[config.mk]
export PLATFORM = sky130hd
export DESIGN_NAME = fifo_feed_scheduler
export DESIGN_NICKNAME = d
export VERILOG_FILES = /design/src/rtl/fifo_feed_scheduler.sv
export SDC_FILE = /design/constraint.sdc
export NUM_CORES = 1
export LEC_CHECK = 0
export CORE_MARGIN = 4
export CORE_UTILIZATION = 50
export CTS_CLUSTER_DIAMETER = 200
export DETAILED_ROUTE_END_ITERATION = 8
export DONT_BUFFER_PORTS = 1
export PLACE_DENSITY_LB_ADDON = 0.3
export SLEW_MARGIN = 5
export SYNTH_ARGS = -nofsm -noshare
export SYNTH_HDL_FRONTEND = slang
export SYNTH_SLANG_ARGS = --single-unit
[constraint.sdc]
create_clock -name clk -period 7.8 [get_ports clk]
set_input_delay 0.39 -clock clk [delete_from_list [all_inputs] [get_ports clk]]
set_output_delay 0.39 -clock clk [all_outputs]
set_load 0.005 [all_outputs]
[src/rtl/fifo_feed_scheduler.sv]
// Pops per-row FWFT FIFOs in a diagonal wavefront, skewing each row by one
// cycle so a systolic array sees row r start r cycles after row 0.
module fifo_feed_scheduler #(
    parameter int ROWS      = 4,
    parameter int WIDTH     = 16,
    parameter int LEN_WIDTH = 8
) (
    input  logic                  clk,
    input  logic                  rstn,
    input  logic                  start,
    input  logic                  abort,
    input  logic [LEN_WIDTH-1:0]  len,
    input  logic [ROWS-1:0]       empty,
    input  logic [ROWS*WIDTH-1:0] from_fifo,
    output logic [ROWS-1:0]       r_en,
    output logic [ROWS*WIDTH-1:0] to_array,
    output logic                  valid_out,
    output logic                  busy,
    output logic                  done
);

    // Wide enough to reach len_q + ROWS - 1 without wrapping.
    localparam int CW = LEN_WIDTH + $clog2(ROWS) + 1;

    typedef enum logic [1:0] {
        IDLE = 2'd0,
        FEED = 2'd1,
        DONE = 2'd2
    } state_t;

    state_t                state, state_next;
    logic [CW-1:0]         cnt, cnt_next;
    logic [LEN_WIDTH-1:0]  len_q, len_next;
    logic [ROWS*WIDTH-1:0] to_array_next;
    logic [ROWS-1:0]       active;
    logic                  stall;
    logic                  advance;
    logic                  last;

    always_comb begin
        for (int r = 0; r < ROWS; r++) begin
            active[r] = (cnt >= CW'(r)) && (cnt < CW'(r) + CW'(len_q));
        end
    end

    // A single starved active row freezes the whole wavefront so the skew between rows is kept.
    assign stall   = (state == FEED) && |(active & empty);
    assign advance = (state == FEED) && !stall && !abort;
    assign last    = (cnt == CW'(len_q) + CW'(ROWS - 2));

    assign r_en = advance ? active : '0;
    assign busy = (state != IDLE);
    assign done = (state == DONE);

    // NOTE: every output of this block gets a default first, so no path leaves
    // a value unassigned and no latch is inferred.
    always_comb begin
        state_next = state;
        cnt_next   = cnt;
        len_next   = len_q;
        case (state)
            IDLE: begin
                if (start && !abort && (len != '0)) begin
                    state_next = FEED;
                    cnt_next   = '0;
                    len_next   = len;
                end
            end
            FEED: begin
                if (abort) begin
                    state_next = IDLE;
                end else if (advance) begin
                    cnt_next = cnt + CW'(1);
                    if (last) state_next = DONE;
                end
            end
            DONE:    state_next = IDLE;
            default: state_next = IDLE;
        endcase
    end

    always_comb begin
        to_array_next = '0;
        if (advance) begin
            for (int r = 0; r < ROWS; r++) begin
                if (active[r]) to_array_next[r*WIDTH +: WIDTH] = from_fifo[r*WIDTH +: WIDTH];
            end
        end
    end

    // NOTE: state registers use non-blocking assignments so every flop samples
    // the pre-edge values, independent of statement order.
    always_ff @(posedge clk or negedge rstn) begin
        if (!rstn) begin
            state     <= IDLE;
            cnt       <= '0;
            len_q     <= '0;
            to_array  <= '0;
            valid_out <= 1'b0;
        end else begin
            state     <= state_next;
            cnt       <= cnt_next;
            len_q     <= len_next;
            to_array  <= to_array_next;
            valid_out <= advance;
        end
    end

endmodule

Word level (Yosys, flattened, before mapping):

Index checks and enable logic that the tools add are counted.

* $add $sub $neg: 4
* $mul: 0
* div/mod/pow operators: 0
* order comparisons: 8
* equal/unequal tests: 8
* shift operators: 0
* multiplexer cells: 15
* bitwise gates (word level): 1
* reductions and logical operators: 19

Operators with widths (count)
* $mux 16: 4
* $mux 64: 1
* $mux 11: 3
* $ge 11x1->1 const B: 2
* $ge 11x2->1 const B: 2
* $lt 11x9->1: 2
* $pmux 11 s2: 1
* $add 11x1->11 const B: 1
* $eq 11x9->1: 1
* $lt 11x11->1: 1
* $lt 11x8->1: 1
* $add 1x8->9 const A: 1
* $add 2x8->9 const A: 1
* $add 8x2->9 const B: 1
* $logic_and 1x1->1: 9
* $mux 2: 4
* $reduce_bool 8->1: 1
* $ne 2x2->1 const B: 3
* $ne 3x3->1 const B: 2
* $and 4x4->4: 1
* $mux 4: 1
* $pmux 2 s2: 1
* $reduce_and 4->1: 1
* $reduce_bool 2->1: 2
* other kinds (7): 8

* register bits: 86
* bits in latches: 0
* RAM bits: 0
* bits in read-only memories: 0
* bits of input ports: 80
* output and inout port bits: 71
* logic and storage cells: 60
* memories kept: 0

Longest topological paths before layout:

* depth after elaboration: 12
* gate-level depth with buffers: 17
* gate-level depth less buffers: 14

Worst setup path after synthesis:

No wires, ideal clock.

* path type: register to output
* from: register len_q[3]
* to: output port r_en[0]
* arrival time: 3211 ps
* data required time: 7410 ps
* setup slack: 4199 ps
* stages on the path, launching flop included: 15
* buffers on the path: 4
* cells stage by stage: dfrtp_1 clkbuf_1 clkinv_1 nor4_1 and3_1 nand2_1 ha_1 a2111oi_0 a41oi_1 or3b_1 buf_4 clkinv_4 and3_1 buf_4 buf_6

* longest elaborated chain between the ends: 10
* elaborated cells between the ends (all ways): 18
* classes of those cells: add/sub (3); order compare (4); mux (1); bitwise (1); reduce/logical (9)

RTL lines
* start, declared: RTL line 33 `logic [LEN_WIDTH-1:0] len_q, len_next;`
* start signal, assigned: RTL line 103 `len_q <= len_next;`
* $add 1x8->9 (tied with other cells): RTL line 42 `active[r] = (cnt >= CW'(r)) && (cnt < CW'(r) + CW'(len_q));`
* $lt 11x9->1 or $lt 11x11->1 (tied branches): RTL line 42
* $logic_and 1x1->1: RTL line 42
* $and 4x4->4 (*): RTL line 47 `assign stall = (state == FEED) && |(active & empty);`
* $reduce_or 4->1 (*): RTL line 47
* $logic_and 1x1->1 (*): RTL line 47
* $logic_not 1->1 (*): RTL line 48 `assign advance = (state == FEED) && !stall && !abort;`
* $logic_and 1x1->1 (*) (2 in a row): RTL line 48
* named net advance: RTL line 37 `logic advance;`
* $mux 4 (*): RTL line 51 `assign r_en = advance ? active : '0;`
* end, declared: RTL line 15 `output logic [ROWS-1:0] r_en,`

Mark *: on every way through the listed nets, which the timed path passes. The rest lies on a longest branch.

Worst setup path after layout:

* from: register len_q[3]
* to: output port r_en[3]

Same word-level chain as after synthesis.

==> results.py <==
metrics = {
    "pwr": {
        "ir_worst_vdd_uv": 111,
        "p_leak_nw": 2.14,
        "comb_power_share_pct": 27.2,
        "intPower_uw": 773,
        "power-per-cell-area_mw_per_mm2": 259,
        "power_switching_uw": 408,
        "p_seq_share_pct": 46.9,
        "clkPwrFrac_pct": 25.9,
        "p_sw_share_pct": 34.6,
    },
    "cells_and_area": {
        "nFillCells": 704,
        "stdcell_count": 503,
        "fin_nets": 510,
        "syn_to_final_growth_pct": 6.99,
        "stdcell_area_mm2": 0.00456,
        "drive_gt1_share_pct": 5.58,
        "fin_util_pct": 55.2,
    },
    "worst_setup_path": {
        "crit_arrival_ns": 4.26,
        "path_max_fanout": 17,
        "reg2reg_depth": 12,
        "path_class": "register to primary output",
        "start_kind": "register",
        "timing.rr.start": "len_q[3]",
        "crit_chain": "clkinv_1 -> nor4_1 -> and3_1 -> nand2_1 -> ha_1 -> a2111oi_0 -> o211ai_1 -> o21bai_1 -> or3b_1 -> clkinv_4 -> and3_1",
        "r2r_end": "to_array[49]",
        "end_kind": "primary output",
        "reg2reg_slack_ns": 3.53,
        "critPathMostFrequentCell": "and3_1",
        "critical_path_required_ns": 7.41,
        "slowest_stage": "a2111oi_0",
        "cp_slowest_stage_delay_ns": 0.55,
    },
    "timing": {
        "finalCriticalPeriod_ns": 4.65,
        "worst_slew_pin_slew_ns": 0.689,
        "setup_violations": 0,
        "period_share_pct": 59.6,
        "slew_viol_final": 0,
        "fmax_mhz": 215,
        "slew_headroom_pct": 54.0,
        "clock_skew_ns": 0.0125,
        "finalSetupTns_ns": 0,
        "rsz0062_at_grt": "false",
        "hold_violations": 0,
    },
    "min_path": {
        "hold_depth": 2,
        "hold_path.class": "input port to register",
        "hold_end": "len_q[0]",
        "worstHoldStart": "len[0]",
    },
    "clock_tree": {
        "cts_buffers": 9,
        "clkLatencyLatePin_ns": 0.35,
        "post_cts_resized": 0,
        "clock_sinks": 86,
        "cts_root_buf": "clkbuf_8",
        "postCtsSetupRepairBufs": 0,
        "postCtsHoldBufs": 2,
        "h-tree-depth": 3,
        "clock_path_buffers": 2,
        "clk_pin_slew_ns": 0.09,
        "cts_tree": "built",
    },
    "floorplan": {
        "initial_utilization_pct": 51.6,
        "rows": 33,
        "die_area_mm2": 0.0101,
        "ios": 151,
        "dieWidth_um": 100,
        "core-area_mm2": 0.00826,
        "dieHeight_um": 100,
    },
    "yosys": {
        "yosys_warnings": 0,
        "synth-seq-cells": 86,
        "yosysTopAreaCell": "dfrtp_1",
        "netlist_instances": 389,
        "ys.flop_type": "dfrtp_1",
        "syn_avg_cell_area_um2": 11.0,
        "syn_area_mm2": 0.00426,
        "yosysMostFrequentCell": "dfrtp_1",
        "synth_enable_flop_cells": 0,
        "yosys-top-cells-area": "dfrtp_1 (51%), ha_1 (12%), and2_1 (9.5%)",
        "synth.top_cells.by_count": "dfrtp_1 (86), and2_1 (65), ha_1 (40)",
        "syn_nets": 509,
        "synth_top_area_share_pct": 50.5,
        "postSynth.asyncResetShare_pct": 100,
        "seq_area_frac_synth_pct": 50.5,
        "yosysUniqueCellTypes": 52,
    },
    "global_routing": {
        "grt_pass1_vias": 3024,
        "grt_max_degree": 87,
        "track_usage_pct": 21.8,
        "antenna_found_initial": 5,
        "overflow": 0,
        "grt_pass1_wl_um": 16800,
    },
    "flow_run": {
        "cap_violations": 0,
    },
    "place": {
        "port_buffers": 0,
        "placedCellCount": 482,
        "gp_congestion": 0.942,
        "post-dp-hpwl_um": 8150,
        "postPlaceCellArea_mm2": 0.00432,
    },
    "detailed_routing": {
        "vias_per_cell": 5.85,
        "drc": 0,
        "dr.pass1.iters": 4,
        "ant_nets": 0,
        "vias": 2943,
        "drtIter0Drc": 219,
        "drt-total-wl_um": 10600,
        "wl_per_cell_um": 21.1,
    },
    "status": {
        "outcome": "completed",
    },
}
-- critical path: cells and delay by family, from the launching register on --
| family | cells | cell delay, ns |
|---|---|---|
| flops | 1 | 0.46 |
| buf+inv | 2 | 0.40 |
| fa+ha+maj | 1 | 0.31 |
| compound gates | 3 | 0.95 |
| simple gates | 5 | 1.79 |
-- sequential cells by signal, summed over array words and instances, names as in the netlist --
name,flops
state,2
len_q,8
to_array,64
cnt,11
valid_out,1
-- power groups by stage --
stage,Clock (mW),Combinational (mW),Sequential [mW]
after floorplan,0,0.252,0.534
final,0.306,0.321,0.554
after global placement,0,0.294,0.562
after detailed placement,0,0.305,0.562
after CTS,0.317,0.318,0.553
after global routing,0.339,0.368,0.561
-- layout by cell type (no fill, tap or decap), drive strengths merged, types with 3 or more instances in the layout --
| master | synthesis | layout |
|---|---|---|
| and3 | 6 | 6 |
| inv | 14 | 16 |
| a211oi | 3 | 3 |
| nand3 | 11 | 11 |
| nand4 | 8 | 8 |
| a21oi | 13 | 13 |
| xnor2 | 16 | 16 |
| o31ai | 6 | 6 |
| nand3b | 4 | 4 |
| nor2b | 3 | 3 |
| clkinvlp | 0 | 3 |
| nand2b | 3 | 3 |
| nand2 | 25 | 25 |
| nor2 | 12 | 12 |
| ha | 40 | 40 |
| diode | 0 | 4 |
| clkbuf | 4 | 9 |
| and2 | 65 | 65 |
| a21o | 4 | 4 |
| dfrtp | 86 | 86 |
| nor3 | 4 | 4 |
| nor4 | 6 | 6 |
| o21ai | 18 | 18 |
-- cells by family after synthesis --
kind of cell	Yosys count	synth area share, %
buf+inv	28	3.29
xor+xnor	17	3.49
flops	86	50.5
mux	2	0.470
fa+ha+maj	40	11.7
compound gates	60	9.08
simple gates	156	21.4
-- metrics by stage --
| step | power (mW) | hold WS, ns | worst slack, ns |
|---|---|---|---|
| final | 1.18 | 0.154 | 3.15 |
| after global routing | 1.27 | 0.126 | 2.70 |
| after CTS | 1.19 | 0.139 | 3.22 |
| after detailed placement | 0.867 | 0.0974 | 3.64 |
| after global placement | 0.856 | 0.0970 | 3.79 |
| after floorplan | 0.786 | 0.0944 | 4.20 |
-- area by class of cell --
type,count,area [um^2],share of cell area [%]
Sequential cell,86,2150,47.2
Clock buffer,9,124,2.72
Timing Repair Buffer,2,37.5,0.823
Clock inverter,6,70.1,1.54
Tap cell,105,131,2.88
Antenna cell,4,10.0,0.220
Inverter,16,65.1,1.43
Multi-Input combinational cell,275,1970,43.2
-- per-layer routing --
metal  up-vias  routed length (um)  GRT usage (%)
met1      1427                4000           26.2
met5         -                  13              0
met4         2                 321           8.60
met2       138                5190           35.2
li1       1351                   -              -
met3        25                1120           8.62
-- worst max-delay path by stage --
| stage | slack (ns) | end | cells after the start | startpoint |
|---|---|---|---|---|
| final | 3.15 | r_en[3] | 11 | len_q[3] |
| after global routing | 2.70 | r_en[3] | 10 | len_q[3] |
| after CTS | 3.22 | r_en[3] | 11 | len_q[3] |
| after detailed placement | 3.64 | r_en[3] | 11 | len_q[3] |
| after global placement | 3.79 | r_en[3] | 10 | len_q[3] |
| after floorplan | 4.20 | r_en[0] | 14 | len_q[3] |
Note: power is estimated with default switching activity, not from simulation.
